`src/rtl/display_scan_driver.sv`:
```
// display_scan_driver: 8-digit multiplexed common-anode 7-segment driver with frame-synchronous shadow load
module display_scan_driver #(
  parameter int REFRESH_DIV  = 100000,
  parameter int BLANK_CYCLES = 1000
) (
  input  logic       clock,
  input  logic       reset,
  input  logic [5:0] d1,
  input  logic [5:0] d2,
  input  logic [5:0] d3,
  input  logic [5:0] d4,
  input  logic [5:0] d5,
  input  logic [5:0] d6,
  input  logic [5:0] d7,
  input  logic [5:0] d8,
  output logic [7:0] an,
  output logic [7:0] seg,
  output logic       frame_tick
);
  localparam int CW = (REFRESH_DIV > 2) ? $clog2(REFRESH_DIV) : 1;
  localparam logic [6:0] LUT [16] = '{
    7'h7E, 7'h30, 7'h6D, 7'h79, 7'h33, 7'h5B, 7'h5F, 7'h70,
    7'h7F, 7'h7B, 7'h77, 7'h1F, 7'h4E, 7'h3D, 7'h4F, 7'h47
  };
  logic [CW-1:0] div_cnt;
  logic [2:0]    idx;
  logic [5:0]    shadow [8];
  logic [5:0]    cur;
  logic          wrap, load, blank;
  always_comb begin
    cur   = shadow[idx];
    wrap  = div_cnt == CW'(REFRESH_DIV - 1);
    load  = wrap && idx == 3'd7;
    blank = div_cnt < CW'(BLANK_CYCLES) || !cur[5];
  end
  // scan counters, frame-boundary shadow capture and registered display outputs
  always_ff @(posedge clock) begin
    if (reset) begin
      div_cnt    <= '0;
      idx        <= '0;
      shadow     <= '{default: '0};
      an         <= 8'hFF;
      seg        <= 8'hFF;
      frame_tick <= 1'b0;
    end else begin
      div_cnt    <= wrap ? '0 : div_cnt + 1'b1;
      idx        <= wrap ? idx + 3'd1 : idx;
      if (load) shadow <= '{d1, d2, d3, d4, d5, d6, d7, d8};
      frame_tick <= load;
      an         <= blank ? 8'hFF : ~(8'd1 << idx);
      seg        <= blank ? 8'hFF : {~LUT[cur[4:1]], ~cur[0]};
    end
  end
endmodule

```
`config.mk`:
```
export PLATFORM = sky130hd
export DESIGN_NAME = display_scan_driver
export DESIGN_NICKNAME = d
export VERILOG_FILES = /design/src/rtl/display_scan_driver.sv
export SDC_FILE = /design/constraint.sdc
export NUM_CORES = 1
export LEC_CHECK = 0
export ABC_CLOCK_PERIOD_IN_PS = 4100
export CAP_MARGIN = 10
export CORE_MARGIN = 2
export CORE_UTILIZATION = 40
export CTS_CLUSTER_DIAMETER = 40
export CTS_CLUSTER_SIZE = 30
export DETAILED_ROUTE_END_ITERATION = 6
export GPL_TIMING_DRIVEN = 0
export PLACE_DENSITY_LB_ADDON = 0.2
export SYNTH_ARGS = -nofsm -noshare
export SYNTH_HDL_FRONTEND = slang
export SYNTH_SLANG_ARGS = --single-unit
```
`constraint.sdc`:
```
create_clock -name clock -period 4.1 [get_ports clock]
set_input_delay 0.615 -clock clock [delete_from_list [all_inputs] [get_ports clock]]
set_output_delay 0.615 -clock clock [all_outputs]
set_load 0.005 [all_outputs]
```
==> results of run 1 <==
-- worst paths after layout --
check | start | to | slack, ns | cells past startpoint
worst max-delay path | idx[0] | seg[4] | 1.54 | 10
worst min register to register | shadow[35] | shadow[35] | 0.45 | 2
worst min-delay path | shadow[35] | shadow[35] | 0.45 | 2
worst max register to register | idx[0] | seg[4] | 1.54 | 10
-- power groups by stage --
stage / sequential [mW] / clock, mW / combinational [mW]
global placement: 0.849 / 0 / 0.0739
CTS: 0.830 / 0.685 / 0.0746
detailed placement: 0.849 / 0 / 0.0743
floorplan: 0.849 / 0 / 0.0170
global route: 0.830 / 0.725 / 0.0786
finish: 0.830 / 0.679 / 0.0739
-- per-layer routing --
layer / track usage [%] / share of wire [%]
met1: 23.7 / 50
met2: 26.7 / 44
met3: 3.42 / 4.2
met4: 6.36 / 1.8
met5: 0 / 0
-- registers in the layout, summed over array words and instances (netlist names) --
signal and count:
div_cnt 17, frame_tick 1, seg 8, idx 3, an 8, shadow 48
-- area by class of cell --
type	count	area (sq um)	area share, %
clock buffer	10	138	2.82
multi-input combinational	287	1930	39.4
sequential	85	1700	34.8
inverter	10	37.5	0.768
clock inverter	6	93.8	1.92
timing repair buffer	66	661	13.5
buffer	24	166	3.41
tap	129	161	3.30
-- metrics by stage --
stage | util, % | instance area, sq um | setup slack, ns
3_3_place_gp | 50.1 | 4650 | 1.54
3_5_place_dp | 50.1 | 4650 | 1.54
6_report | 52.6 | 4880 | 1.54
4_1_cts | 52.6 | 4880 | 1.53
5_1_grt | 52.6 | 4880 | 1.36
2_1_floorplan | - | 3830 | 1.85
-- synthesized netlist by cell type (all sizes together) --
cell type  number
a2111oi         1
a21oi          52
and2            2
and3            2
and4            1
buf            15
clkbuf          9
dfxtp          85
ha             13
inv            10
mux2            3
mux2i           8
mux4           12
nand2         110
nand2b          4
nand3          14
nand4           3
nand4b          1
nand4bb         1
nor2           22
nor2b           1
nor3            4
nor4            4
o211ai          4
o21ai           3
o221ai          3
o22ai           1
or2             2
or3             1
or4             1
xnor2           8
xor2            6
-- cells by family (layout without fill, tap and decap cells) --
group,after synthesis,count (layout),share of synthesized area (%)
AOI/OAI and AO/OA,64,64,11.5
xor gates and xnor gates,14,14,3.20
DFF,85,85,44.4
muxes,23,23,10.1
and+or+nand+nor,173,173,21.2
adders and majority gates,13,13,4.25
buffers and inverters,34,116,5.32
-- critical path: stages (launching register included) --
cell and delay (ns):
dfxtp_1 0.36, buf_2 0.24, buf_6 0.21, mux4_2 0.54, mux2_2 0.32, inv_1 0.16
ha_1 0.16, inv_1 0.05, mux2i_1 0.14, mux2i_1 0.08, nand2b_1 0.15
==> flow_metrics.env, run 1 <==
export IMPL_synth_cells=406
export IMPL_path_clk_slew_ns=0.09
export IMPL_yosysTopAreaCell="dfxtp_1"
export IMPL_synth_area_leaders="dfxtp_1, nand2_1, mux4_2, a21oi_2, ha_1"
export IMPL_die_area_sq_um=10400
export IMPL_placed_cells=601
export IMPL_postRouteAntennaNets=0
export IMPL_yosysWarnings=0
export IMPL_crit_type="reg2reg"
export IMPL_swShare_pct=21.8
export IMPL_grt_pass1_vias=2846
export IMPL_diodes=0
export IMPL_synth_nets=469
export IMPL_seq_area_frac_synth_pct=44.4
export IMPL_cts_num_sinks=85
export IMPL_start_util_pct=41.3
export IMPL_post_cts_resized=0
export IMPL_coreArea_sq_um=9280
export IMPL_drtPass1Iterations=5
export IMPL_grtUsageTotal_pct=17.1
export IMPL_cp_end_kind="flip-flop"
export IMPL_clockBufferDepth=2
export IMPL_vias=3028
export IMPL_syn_cell_area_sq_um=3830
export IMPL_overflow=0
export IMPL_fin_cells=617
export IMPL_status="finished, final reports clean"
export IMPL_p_switching_mw=0.344
export IMPL_synth_distinct_cells=42
export IMPL_cp_arrival_ns=2.78
export IMPL_nNetsFinal=546
export IMPL_avgSynthCellArea_sq_um=9.44
export IMPL_die_w_um=102
export IMPL_required_ns=4.32
export IMPL_io_buffers=66
export IMPL_max_freq_ghz=0.391
export IMPL_comb_power_share_pct=4.7
export IMPL_drive_gt1_share_pct=18.9
export IMPL_cp_start_kind="flip-flop"
export IMPL_antenna_found_initial=0
export IMPL_cts_setup_buffers=0
export IMPL_finalCritPeriodShare_pct=62.4
export IMPL_holdWs_ns=0.454
export IMPL_p_per_area_nw_per_um2=324
export IMPL_hpwl_mm=6.24
export IMPL_setup_tns_ns=0
export IMPL_slew_violations=0
export IMPL_worst_pin_slew_ns=0.779
export IMPL_maxCapViolations=0
export IMPL_route_detailed_drc=0
export IMPL_power_total_mw=1.58
export IMPL_seqPwrFrac_pct=52.4
export IMPL_grt_pass1_wl_mm=13.7
export IMPL_cts_tree="built"
export IMPL_p_leak_nw=1.65
export IMPL_crit_fanout=10
export IMPL_min_period_ns=2.56
export IMPL_hold_viol=0
export IMPL_fp_dieH_um=102
export IMPL_placementRows=35
export IMPL_ys_seq_elements=85
export IMPL_io_pins=67
export IMPL_hold_buffers=0
export IMPL_finalSetupViolCount=0
export IMPL_grt_start_max_net_pins=16
export IMPL_fillerInstances=896
export IMPL_power_internal_mw=1.24
export IMPL_layout_common_cells="nand2_1, dfxtp_1, clkdlybuf4s50_1"
export IMPL_root_buffer="clkbuf_8"
export IMPL_gp_congestion=0.801
export IMPL_layout_commonest_cell="nand2_1"
export IMPL_hold_class="reg2reg"
export IMPL_peakVddDrop_v=0.000192
export IMPL_rsz0062_at_grt="false"
export IMPL_cts_buffers=9
export IMPL_htreeDepth=3
export IMPL_drt_iter0_drc=92
export IMPL_viasPerCell=4.91
export IMPL_skew_ns=0.0120
export IMPL_slew_headroom_pct=48.0
export IMPL_p_clk_share_pct=42.9
export IMPL_synth_top_area_share_pct=44.4
export IMPL_area_growth_pct=27.5
export IMPL_wl_per_cell_um=13.8
export IMPL_wl_mm=8.54
export IMPL_clock_latency_ns=0.35
Note: power is estimated with default switching activity, not from simulation.
==> inputs of run 2 (changes only) <==
--- a/config.mk
+++ b/config.mk
@@ -5,7 +5,7 @@
 export SDC_FILE = /design/constraint.sdc
 export NUM_CORES = 1
 export LEC_CHECK = 0
-export ABC_CLOCK_PERIOD_IN_PS = 4100
+export ABC_CLOCK_PERIOD_IN_PS = 2350
 export CAP_MARGIN = 10
 export CORE_MARGIN = 2
 export CORE_UTILIZATION = 40
==> constraint.sdc (replaced) <==
create_clock -name clock -period 2.35 [get_ports clock]
set_input_delay 0.3525 -clock clock [delete_from_list [all_inputs] [get_ports clock]]
set_output_delay 0.3525 -clock clock [all_outputs]
set_load 0.005 [all_outputs]
==> run 2 against run 1 <==
Net effect: worst hold slack improved by 0.0035 ns; via count shrank 0.17%; sequential power up 75%; largest cell class unchanged; power is 75% higher; register-to-register slack lost 1.4 ns; maximum frequency is 13% higher; final cell count is 0.97% higher; sequential share of layout area shrank 0.65 points; utilization increased by 1.1 points; clock-buffer cell count stayed put; die area is the same; critical path type unchanged.
==> flow_metrics.env, run 2 (synthesis results as in run 1) <==
export IMPL_required_ns=2.58
export IMPL_overflow=0
export IMPL_top_register="shadow"
export IMPL_status="finished, final reports clean"
export IMPL_r2r_cells=8
export IMPL_placementRows=35
export IMPL_viasPerCell=4.85
export IMPL_cp_arrival_ns=2.48
export IMPL_postLayoutCoreUtil_pct=53.7
export IMPL_grt_pass1_wl_mm=13.7
export IMPL_area_growth_pct=30.2
export IMPL_drive_gt1_share_pct=20.6
export IMPL_hpwl_mm=6.24
export IMPL_root_buffer="clkbuf_8"
export IMPL_placed_area_sq_um=4650
export IMPL_crit_type="reg2reg"
export IMPL_reg_top3="shadow (48), div_cnt (17)"
export IMPL_drtPass1Iterations=5
export IMPL_io_pins=67
export IMPL_die_area_sq_um=10400
export IMPL_pre_cts_slack_ns=-0.209
export IMPL_htreeDepth=3
export IMPL_max_freq_ghz=0.443
export IMPL_fp_dieH_um=102
export IMPL_skew_ns=0.0139
export IMPL_cts_buffers=9
export IMPL_wl_per_cell_um=13.8
export IMPL_finalSetupViolCount=0
export IMPL_wl_met3_um=460
export IMPL_holdWs_ns=0.457
export IMPL_diodes=0
export IMPL_layout_commonest_cell="nand2_1"
export IMPL_io_buffers=66
export IMPL_wl_met1_mm=4.14
export IMPL_fin_ws_ns=0.0938
export IMPL_worst_pin_slew_ns=0.774
export IMPL_path_clk_slew_ns=0.08
export IMPL_fillerInstances=883
export IMPL_placed_cells=601
export IMPL_peakVddDrop_v=0.000337
export IMPL_top_layer="met4"
export IMPL_cp_start_kind="flip-flop"
export IMPL_layout_common_cells="nand2_1, dfxtp_1, clkdlybuf4s50_1"
export IMPL_hold_viol=0
export IMPL_coreArea_sq_um=9280
export IMPL_p_per_area_nw_per_um2=554
export IMPL_ff_latch_area_sq_um=1710
export IMPL_multi_input_area_sq_um=1930
export IMPL_nNetsFinal=552
export IMPL_p_leak_nw=1.71
export IMPL_cts_tree="built"
export IMPL_clock_latency_ns=0.36
export IMPL_crit_fanout=6
export IMPL_hold_buffers=0
export IMPL_fin_cells=623
export IMPL_hold_class="reg2reg"
export IMPL_slew_violations=0
export IMPL_grt_start_max_net_pins=16
export IMPL_grtUsageTotal_pct=17.1
export IMPL_grt_pass1_vias=2849
export IMPL_largest_reg_flops=48
export IMPL_route_detailed_drc=0
export IMPL_cp_end_kind="flip-flop"
export IMPL_die_w_um=102
export IMPL_drt_iter0_drc=82
export IMPL_postRouteAntennaNets=0
export IMPL_cts_num_sinks=85
export IMPL_maxCapViolations=0
export IMPL_finalCritPeriodShare_pct=96.0
export IMPL_antenna_found_initial=0
export IMPL_min_period_ns=2.26
export IMPL_final_area_sq_um=4990
export IMPL_start_util_pct=41.3
export IMPL_gp_congestion=0.801
export IMPL_vias=3023
export IMPL_holdPathStages=2
export IMPL_slew_headroom_pct=48.4
export IMPL_wl_mm=8.62
export IMPL_dr_wl_met2_mm=3.91
export IMPL_clockBufferDepth=2
[run 2: timing repair]
action | in CTS | in global routing
setup endpoints to repair | 5 | 42
resized for setup | 8 | 8
hold endpoints to repair | 0 | 0
pin swaps | 0 | 1
buffers inserted | 0 | 5
gates cloned | 0 | 1
[run 2: stage by stage]
stage | setup TNS (ns) | total power [mW]
detailed placement | -0.468 | 1.61
global placement | -0.479 | 1.61
CTS | 0 | 2.77
floorplan | 0 | 1.51
finish | 0 | 2.76
global route | -0.000324 | 2.85
[run 2: worst paths after layout]
| kind | slack [ns] | from | end |
|---|---|---|---|
| setup / recovery | 0.09 | idx[0] | seg[4] |
| hold / removal | 0.46 | shadow[26] | shadow[26] |
| setup reg to reg | 0.09 | idx[0] | seg[4] |
| hold reg to reg | 0.46 | shadow[26] | shadow[26] |
[run 2: area by class of cell]
type                       instances  area share (%)
timing repair buffer              72            14.5
sequential                        85            34.2
buffer                            24            3.89
clock inverter                     6            1.88
inverter                          10           0.803
multi-input combinational        287            38.8
clock buffer                      10            2.76
tap                              129            3.24
[run 2: routing by layer]
layer  up-vias  global-route usage, %
li1       1543                      -
met3        10                   3.42
met4         0                   6.36
met1      1390                   23.6
met2        80                   26.7
met5         -                      0
[run 2: critical path: stages (launching register included)]
cell      delay, ns
dfxtp_4        0.38
buf_12         0.13
buf_12         0.12
mux4_2         0.53
mux2_4         0.31
ha_1           0.27
mux2i_1        0.15
mux2i_1        0.08
nand2b_1       0.15
[run 2: power by group]
group          internal (mW)  switching, mW  total, mW
Sequential              1.44        0.00415       1.45
Clock                  0.635          0.553       1.19
Combinational         0.0810         0.0474      0.128
